<file path="config.mk">
export PLATFORM = sky130hd
export DESIGN_NAME = reset_sequencer
export DESIGN_NICKNAME = d
export VERILOG_FILES = /design/src/rtl/reset_seq_pkg.sv /design/src/rtl/lock_filter.sv /design/src/rtl/reset_sequencer.sv
export SDC_FILE = /design/constraint.sdc
export NUM_CORES = 1
export LEC_CHECK = 0
export CAP_MARGIN = 20
export CORE_ASPECT_RATIO = 1.75
export CORE_MARGIN = 5
export CORE_UTILIZATION = 60
export DETAILED_ROUTE_END_ITERATION = 7
export GPL_TIMING_DRIVEN = 1
export PLACE_DENSITY_LB_ADDON = 0.15
export SLEW_MARGIN = 20
export SYNTH_ARGS = -nofsm -noshare
export SYNTH_HDL_FRONTEND = slang
export SYNTH_SLANG_ARGS = --single-unit
</file>
<file path="constraint.sdc">
create_clock -name clk -period 4 [get_ports clk]
set_input_delay 0.8 -clock clk [delete_from_list [all_inputs] [get_ports clk]]
set_output_delay 0.8 -clock clk [all_outputs]
set_load 0.01 [all_outputs]
</file>
<file path="src/rtl/reset_seq_pkg.sv">
// Shared types, defaults and sizing helpers for the reset sequencer.
// Imported by the lock filter and the sequencer top level.
package reset_seq_pkg;

    typedef enum logic [1:0] {
        StWaitLock = 2'd0,
        StStretch  = 2'd1,
        StRelease  = 2'd2,
        StRun      = 2'd3
    } seq_state_e;

    localparam int unsigned DefNumCh         = 4;
    localparam int unsigned DefSyncStages    = 2;
    localparam int unsigned DefLockFilter    = 8;
    localparam int unsigned DefStretchCycles = 32;
    localparam int unsigned DefStaggerCycles = 16;
    localparam int unsigned DefLossCntW      = 8;

    // Bits needed to hold 0..max_cnt; never less than one bit.
    function automatic int unsigned cnt_width(input int unsigned max_cnt);
        int unsigned w;
        w = (max_cnt < 1) ? 1 : $clog2(max_cnt + 1);
        return w;
    endfunction

endpackage

</file>
<file path="src/rtl/lock_filter.sv">
// Synchronises the asynchronous PLL lock flag and only trusts it after
// LOCK_FILTER consecutive high samples.
module lock_filter
    import reset_seq_pkg::*;
#(
    parameter int unsigned SYNC_STAGES = DefSyncStages,
    parameter int unsigned LOCK_FILTER = DefLockFilter
) (
    input  logic clk,
    input  logic rst,
    input  logic pll_locked,
    output logic lock_ok
);

    localparam int unsigned CntW = cnt_width(LOCK_FILTER);
    localparam logic [CntW-1:0] CntMax = CntW'(LOCK_FILTER);

    logic [SYNC_STAGES-1:0] sync_q, sync_d;
    logic [CntW-1:0]        cnt_q, cnt_d;
    logic                   lock_sync;

    always_comb begin
        sync_d    = {sync_q[SYNC_STAGES-2:0], pll_locked};
        lock_sync = sync_q[SYNC_STAGES-1];
        cnt_d     = cnt_q;
        if (!lock_sync) begin
            cnt_d = '0;
        end else if (cnt_q != CntMax) begin
            cnt_d = cnt_q + CntW'(1);
        end
    end

    always_ff @(posedge clk) begin
        if (rst) begin
            sync_q <= '0;
            cnt_q  <= '0;
        end else begin
            sync_q <= sync_d;
            cnt_q  <= cnt_d;
        end
    end

    assign lock_ok = (cnt_q == CntMax);

endmodule

</file>
<file path="src/rtl/reset_sequencer.sv">
// Multi-channel reset sequencer: waits for a trusted PLL lock, stretches reset,
// then releases channels one by one; lock loss or a software request restarts it.
module reset_sequencer
    import reset_seq_pkg::*;
#(
    parameter int unsigned NUM_CH         = DefNumCh,
    parameter int unsigned SYNC_STAGES    = DefSyncStages,
    parameter int unsigned LOCK_FILTER    = DefLockFilter,
    parameter int unsigned STRETCH_CYCLES = DefStretchCycles,
    parameter int unsigned STAGGER_CYCLES = DefStaggerCycles,
    parameter int unsigned LOSS_CNT_W     = DefLossCntW
) (
    input  logic                  clk,
    input  logic                  rst,
    input  logic                  pll_locked,
    input  logic                  sw_rst_req,
    output logic [NUM_CH-1:0]     rst_out,
    output logic                  all_released,
    output logic                  seq_busy,
    output logic                  lock_loss_sticky,
    output logic [LOSS_CNT_W-1:0] lock_loss_count
);

    localparam int unsigned StrW = cnt_width(STRETCH_CYCLES);
    localparam int unsigned StgW = cnt_width(STAGGER_CYCLES);
    localparam int unsigned ChW  = cnt_width(NUM_CH - 1);

    localparam logic [StrW-1:0] StretchLast = StrW'(STRETCH_CYCLES - 1);
    localparam logic [StgW-1:0] StaggerLast =
        StgW'((STAGGER_CYCLES > 0) ? STAGGER_CYCLES - 1 : 0);
    localparam logic [ChW-1:0]  LastCh      = ChW'(NUM_CH - 1);

    logic lock_ok;

    lock_filter #(
        .SYNC_STAGES (SYNC_STAGES),
        .LOCK_FILTER (LOCK_FILTER)
    ) u_lock_filter (
        .clk        (clk),
        .rst        (rst),
        .pll_locked (pll_locked),
        .lock_ok    (lock_ok)
    );

    seq_state_e            state_q, state_d;
    logic [StrW-1:0]       str_cnt_q, str_cnt_d;
    logic [StgW-1:0]       stg_cnt_q, stg_cnt_d;
    logic [ChW-1:0]        ch_idx_q, ch_idx_d;
    logic [NUM_CH-1:0]     rst_out_q, rst_out_d;
    logic                  all_rel_q, all_rel_d;
    logic                  busy_q, busy_d;
    logic                  sticky_q, sticky_d;
    logic [LOSS_CNT_W-1:0] loss_cnt_q, loss_cnt_d;

    always_comb begin
        state_d    = state_q;
        str_cnt_d  = str_cnt_q;
        stg_cnt_d  = stg_cnt_q;
        ch_idx_d   = ch_idx_q;
        rst_out_d  = rst_out_q;
        sticky_d   = sticky_q;
        loss_cnt_d = loss_cnt_q;

        if (state_q == StWaitLock) begin
            rst_out_d = '1;
            str_cnt_d = '0;
            if (lock_ok) begin
                state_d = StStretch;
            end
        end else if (!lock_ok) begin
            // Lock loss outranks a simultaneous software request.
            state_d   = StWaitLock;
            rst_out_d = '1;
            str_cnt_d = '0;
            sticky_d  = 1'b1;
            if (loss_cnt_q != '1) begin
                loss_cnt_d = loss_cnt_q + LOSS_CNT_W'(1);
            end
        end else if (sw_rst_req) begin
            state_d   = StStretch;
            rst_out_d = '1;
            str_cnt_d = '0;
        end else begin
            unique case (state_q)
                StStretch: begin
                    if (str_cnt_q == StretchLast) begin
                        str_cnt_d = '0;
                        stg_cnt_d = '0;
                        if (STAGGER_CYCLES == 0 || NUM_CH == 1) begin
                            rst_out_d = '0;
                            state_d   = StRun;
                        end else begin
                            rst_out_d    = rst_out_q;
                            rst_out_d[0] = 1'b0;
                            ch_idx_d     = ChW'(1);
                            state_d      = StRelease;
                        end
                    end else begin
                        str_cnt_d = str_cnt_q + StrW'(1);
                    end
                end
                StRelease: begin
                    if (stg_cnt_q == StaggerLast) begin
                        stg_cnt_d = '0;
                        rst_out_d = rst_out_q & ~(NUM_CH'(1) << ch_idx_q);
                        if (ch_idx_q == LastCh) begin
                            state_d = StRun;
                        end else begin
                            ch_idx_d = ch_idx_q + ChW'(1);
                        end
                    end else begin
                        stg_cnt_d = stg_cnt_q + StgW'(1);
                    end
                end
                default: begin
                    rst_out_d = '0;
                end
            endcase
        end

        // Status flags are computed from next state so they flip with rst_out.
        all_rel_d = (rst_out_d == '0);
        busy_d    = (state_d != StRun);
    end

    always_ff @(posedge clk) begin
        if (rst) begin
            state_q    <= StWaitLock;
            str_cnt_q  <= '0;
            stg_cnt_q  <= '0;
            ch_idx_q   <= '0;
            rst_out_q  <= '1;
            all_rel_q  <= 1'b0;
            busy_q     <= 1'b1;
            sticky_q   <= 1'b0;
            loss_cnt_q <= '0;
        end else begin
            state_q    <= state_d;
            str_cnt_q  <= str_cnt_d;
            stg_cnt_q  <= stg_cnt_d;
            ch_idx_q   <= ch_idx_d;
            rst_out_q  <= rst_out_d;
            all_rel_q  <= all_rel_d;
            busy_q     <= busy_d;
            sticky_q   <= sticky_d;
            loss_cnt_q <= loss_cnt_d;
        end
    end

    assign rst_out          = rst_out_q;
    assign all_released     = all_rel_q;
    assign seq_busy         = busy_q;
    assign lock_loss_sticky = sticky_q;
    assign lock_loss_count  = loss_cnt_q;

endmodule

</file>
== Yosys cells after proc, flatten, opt, wreduce, memory -nomap -nowiden ==
Cells that the tools add are included.

* Bits in registers: 36
* Input port bits: 4
* Word-level logic and storage cells: 66

* $add $sub $neg: 5
* Equal/unequal tests: 12
* Shift operators: 1
* Multiplexer cells: 22
* Bitwise operators: 6
* Reduce and logical (&&, ||, !) cells: 9

{| class="wikitable"
|+ Operators with widths
! kind !! number
|-
| $mux 2 || 10
|-
| $mux 4 || 4
|-
| $mux 5 || 2
|-
| $pmux 5 s2 || 1
|-
| $add 8x1->8 const B || 1
|-
| $ne 2x2->1 const B || 4
|-
| $ne 8x8->1 const B || 1
|-
| $pmux 2 s2 || 2
|-
| $pmux 4 s2 || 1
|-
| $reduce_and 7->1 || 1
|-
| $add 6x1->6 const B || 1
|-
| $eq 6x5->1 const B || 1
|-
| $mux 6 || 1
|-
| $add 5x1->5 const B || 1
|-
| $eq 5x4->1 const B || 1
|-
| $reduce_and 5->1 || 1
|-
| $add 4x1->4 const B || 1
|-
| $and 4x4->4 || 1
|-
| $eq 2x2->1 const B || 2
|-
| $eq 4x4->1 const B || 1
|-
| $logic_not 4->1 || 1
|-
| $ne 4x4->1 const B || 1
|-
| $not 1->1 || 4
|-
| $not 4->4 || 1
|-
| other kinds (10) || 10
|}

== Logic depth before layout (Yosys ltp) ==
* Depth after elaboration: 9
* Depth in mapped cells: 7
* Gate-level depth less buffers: 6

== Cells and area by module ==
Synthesis repeated with hierarchy kept, for this count alone.

* Cell total of the unflattened synthesis: 206
* Area, all modules: 1889.3 um^2

{| class="wikitable"
|+ Modules (own cells, without submodules)
! module !! instances !! cells an instance !! area an instance (um^2) !! sequential area each (um^2)
|-
| reset_sequencer || 1 || 180 || 1589.0 || 600.6
|-
| lock_filter || 1 || 26 || 300.3 || 120.1
|}

== Worst setup path before layout ==
OpenSTA, ideal clock, no wires.

* Path kind: input -> register
* Start: input port rst
* End: register busy_q, in the netlist seq_busy
* Setup time: 58 ps
* Data arrival time: 1767 ps
* Data required time: 3942 ps
* Setup slack: 2175 ps
* Cell stages on the path: 5
* Path buffers: 1
* Cells stage by stage: clkbuf_1 clkinv_1 and3_1 a31oi_1 a31o_2

{| class="wikitable"
|+ RTL lines
! item !! line !! RTL
|-
| from (decl) || reset_sequencer.sv:14 || <nowiki>input logic rst,</nowiki>
|-
| to (signal assigned) || reset_sequencer.sv:144 || <nowiki>busy_q <= busy_d;</nowiki>
|-
| to (decl) || reset_sequencer.sv:51 || <nowiki>logic busy_q, busy_d;</nowiki>
|}

==> results.sh <==
export IMPL_globalRouteOverflowTotal=0
export IMPL_globalRouteMet3Util_pct=5.20
export IMPL_drt_first_pass_iters=4
export IMPL_synth_async_reset_ratio_pct=0
export IMPL_unrepaired_setup_endpoints_after_global_routing="no"
export IMPL_port_buffers=18
export IMPL_timing_critical_path_fanout_max=18
export IMPL_finalWorstPathRequiredPeriod_ns=2.59
export IMPL_final_setup_tns_ns=0
export IMPL_worstHoldStart="u_lock_filter.sync_q[0]$_SDFF_PP0_"
export IMPL_clk_insertion_delay_late_ns=0.30
export IMPL_worst_setup_path_type="in2reg"
export IMPL_clk_path_buf_depth=2
export IMPL_initialDrtViolationCount=35
export IMPL_worst_slew_pin_slew_ns=0.656
export IMPL_design_power_uw=691
export IMPL_seq_area_frac_synth_pct=39.1
export IMPL_num_vias=1645
export IMPL_ys_seq_elements=36
export IMPL_routed_wl_um=4270
export IMPL_grt_pass1_vias=1667
export IMPL_cts_resized=0
export IMPL_finalSetupViolations=0
export IMPL_most_used_standard_cell_by_instance_count_after_synthesis="sky130_fd_sc_hd__dfxtp_1"
export IMPL_clkSlewWorstSetupHoldPaths_ns=0.08
export IMPL_final_fill_count=225
export IMPL_timing_max_cap_violations=0
export IMPL_holdBufCountCts=0
export IMPL_core_rowCount=26
export IMPL_critical_path_rt_ns=4.23
export IMPL_achievable_frequency_ghz=0.387
export IMPL_post_drt_via_cell_ratio=6.38
export IMPL_power_per_cell_area_mw_per_mm2=322
export IMPL_regToRegStartpoint="u_lock_filter.cnt_q[0]$_SDFFE_PP0N_"
export IMPL_drive_above_1_share_pct=6.96
export IMPL_yosys_area_top_type="sky130_fd_sc_hd__dfxtp_1"
export IMPL_post_synth_instance_area_sq_mm=0.00184
export IMPL_die_area_sq_mm=0.00432
export IMPL_fp_dieW_um=51.9
export IMPL_worst_ir_drop_vdd_v=0.000275
export IMPL_timing_final_crit_share_pct=64.7
export IMPL_number_of_synthesized_flops_with_an_enable_pin=0
export IMPL_grtUsageMet1_pct=25.2
export IMPL_cts_buffers_inserted=5
export IMPL_mappedNetlistNets=226
export IMPL_timing_critical_path_from="rst"
export IMPL_antennaDiodeCount=0
export IMPL_antenna_left=0
export IMPL_ff2ff_path_depth=6
export IMPL_remaining_routing_drc_violations=0
export IMPL_worst_clock_skew_ns=0.0151
export IMPL_routedWlPerCell_um=16.5
export IMPL_die_y_um=83.3
export IMPL_fraction_of_post_synthesis_cell_area_in_the_top_cell_type_by_area_pct=39.1
export IMPL_synth_ff_type="sky130_fd_sc_hd__dfxtp_1"
export IMPL_hold_path_depth=1
export IMPL_final_net_count=246
export IMPL_hold_viol=0
export IMPL_run_status="complete, no violations"
export IMPL_avgSynthCellArea_sq_um=8.82
export IMPL_clock_sink_count=36
export IMPL_i_o_pin_total=19
export IMPL_floorplan_core_area_sq_mm=0.00293
export IMPL_grt_pass1_wl_um=7710
export IMPL_root_buffer_cell="sky130_fd_sc_hd__clkbuf_8"
export IMPL_power_static_leakage_nw=0.774
export IMPL_grt_use_total_pct=22.8
export IMPL_dp_hpwl_um=3130
export IMPL_yosys_warnings=0
export IMPL_slew_violations=0
export IMPL_synth_cells_most_frequent="36 x sky130_fd_sc_hd__dfxtp_1, 17 x sky130_fd_sc_hd__nand2_1, 16 x sky130_fd_sc_hd__nor2_1"
export IMPL_gpl_final_weighted_congestion=0.950
export IMPL_cp_end_kind="register"
export IMPL_synth_top_area_cells="sky130_fd_sc_hd__dfxtp_1 39%, sky130_fd_sc_hd__ha_1 8.8%, sky130_fd_sc_hd__a21oi_1 3.5%"
export IMPL_max_slew_margin_pct=56.1
export IMPL_grt_max_degree=19
export IMPL_top_usage_layer="met2"
export IMPL_startpoint_type="primary input"
export IMPL_cts_tree="built"
export IMPL_hold_path_class="reg2reg"
export IMPL_post_synth_num_cell_types=47
export IMPL_initial_util_pct=62.9
export IMPL_post_cts_repair_setup_buffers=0
export IMPL_crit_arrival_ns=2.82
export IMPL_cts_max_level=2
export IMPL_syn_inst=209
export IMPL_r2r_end="lock_loss_count[5]$_SDFFE_PP0P_"
export IMPL_antenna_found_initial=0
export IMPL_grt_util_met2_pct=41.0
export IMPL_layout_area_overhead_vs_synth_pct=16.5
export IMPL_hold_path_endpoint="u_lock_filter.sync_q[1]$_SDFF_PP0_"
export IMPL_rrSetupSlack_ns=1.87
registers in the layout (all words and copies together), names as in the netlist, 2 cells and up:
name                  cells
ch_idx_q                  2
lock_loss_count           8
rst_out                   4
state_q                   2
stg_cnt_q                 5
str_cnt_q                 6
u_lock_filter.cnt_q       4
u_lock_filter.sync_q      2
power by group:
part	switching, mW	internal, mW
logic	0.00594	0.00396
registers	0.000560	0.359
clock network	0.136	0.184
worst max-delay path, cell delays in order:
cell                              delay (ns)
sky130_fd_sc_hd__clkdlybuf4s50_1        0.89
sky130_fd_sc_hd__clkinv_1               0.46
sky130_fd_sc_hd__and3_1                 0.31
sky130_fd_sc_hd__a31oi_1                0.22
sky130_fd_sc_hd__a31o_2                 0.14
cells in the final DEF, fill, tap and decap left out, types with 4 or more instances in the layout:
| master | netlist | final |
|---|---|---|
| sky130_fd_sc_hd__o21ai_0 | 8 | 8 |
| sky130_fd_sc_hd__ha_1 | 13 | 13 |
| sky130_fd_sc_hd__and3_1 | 5 | 5 |
| sky130_fd_sc_hd__o31ai_1 | 4 | 4 |
| sky130_fd_sc_hd__nand2_1 | 17 | 17 |
| sky130_fd_sc_hd__nor2_1 | 16 | 16 |
| sky130_fd_sc_hd__o41ai_1 | 4 | 4 |
| sky130_fd_sc_hd__dfxtp_1 | 36 | 36 |
| sky130_fd_sc_hd__nor3_1 | 4 | 4 |
| sky130_fd_sc_hd__nand3_1 | 9 | 9 |
| sky130_fd_sc_hd__inv_1 | 15 | 15 |
| sky130_fd_sc_hd__clkbuf_8 | 0 | 5 |
| sky130_fd_sc_hd__a31oi_1 | 4 | 4 |
| sky130_fd_sc_hd__nand4_1 | 4 | 4 |
| sky130_fd_sc_hd__a21oi_1 | 13 | 13 |
| sky130_fd_sc_hd__clkdlybuf4s50_1 | 0 | 18 |
worst max path at each step:
stage                     slack, ns                  end
after floorplan                2.18  seq_busy$_SDFF_PP1_
after global routing           1.23  seq_busy$_SDFF_PP1_
after global placement         1.24  seq_busy$_SDFF_PP1_
after CTS                      1.43  seq_busy$_SDFF_PP1_
after detailed placement       1.18  seq_busy$_SDFF_PP1_
final                          1.41  seq_busy$_SDFF_PP1_
metal layers:
layer  share of wire, %  vias up
met3                4.2        9
met5                  0        -
met4                1.7        0
met1                 40      795
met2                 54       40
li1                   -      801
logic make-up after synthesis:
kind of cell	count (synthesis)	synth area share (%)
compound gates	54	21.4
xor+xnor	6	2.85
fa+ha+maj	13	8.83
flops	36	39.1
buf+inv	21	4.48
mux	3	1.63
simple gates	76	21.7
stage by stage:
step | cell area [sq um] | hold WS [ns] | instances | utilization [%] | setup WS (ns)
2_1_floorplan | 1840 | 0.414 | 209 | - | 2.18
3_3_place_gp | 2040 | 0.451 | 250 | 69.5 | 1.24
3_5_place_dp | 2040 | 0.444 | 250 | 69.5 | 1.18
4_1_cts | 2150 | 0.463 | 258 | 73.3 | 1.43
5_1_grt | 2150 | 0.480 | 258 | 73.3 | 1.23
6_report | 2150 | 0.468 | 258 | 73.3 | 1.41
area by class of cell:
class	count	area, sq um	area share, %
multi-input cells	152	1040	48.4
flip-flops and latches	36	721	33.6
repair buffers	18	180	8.39
clock buffers	5	68.8	3.21
inverters	16	60.1	2.80
clock inverters	3	42.5	1.98
well taps	28	35.0	1.63
Power figures use the tool's default switching activity.
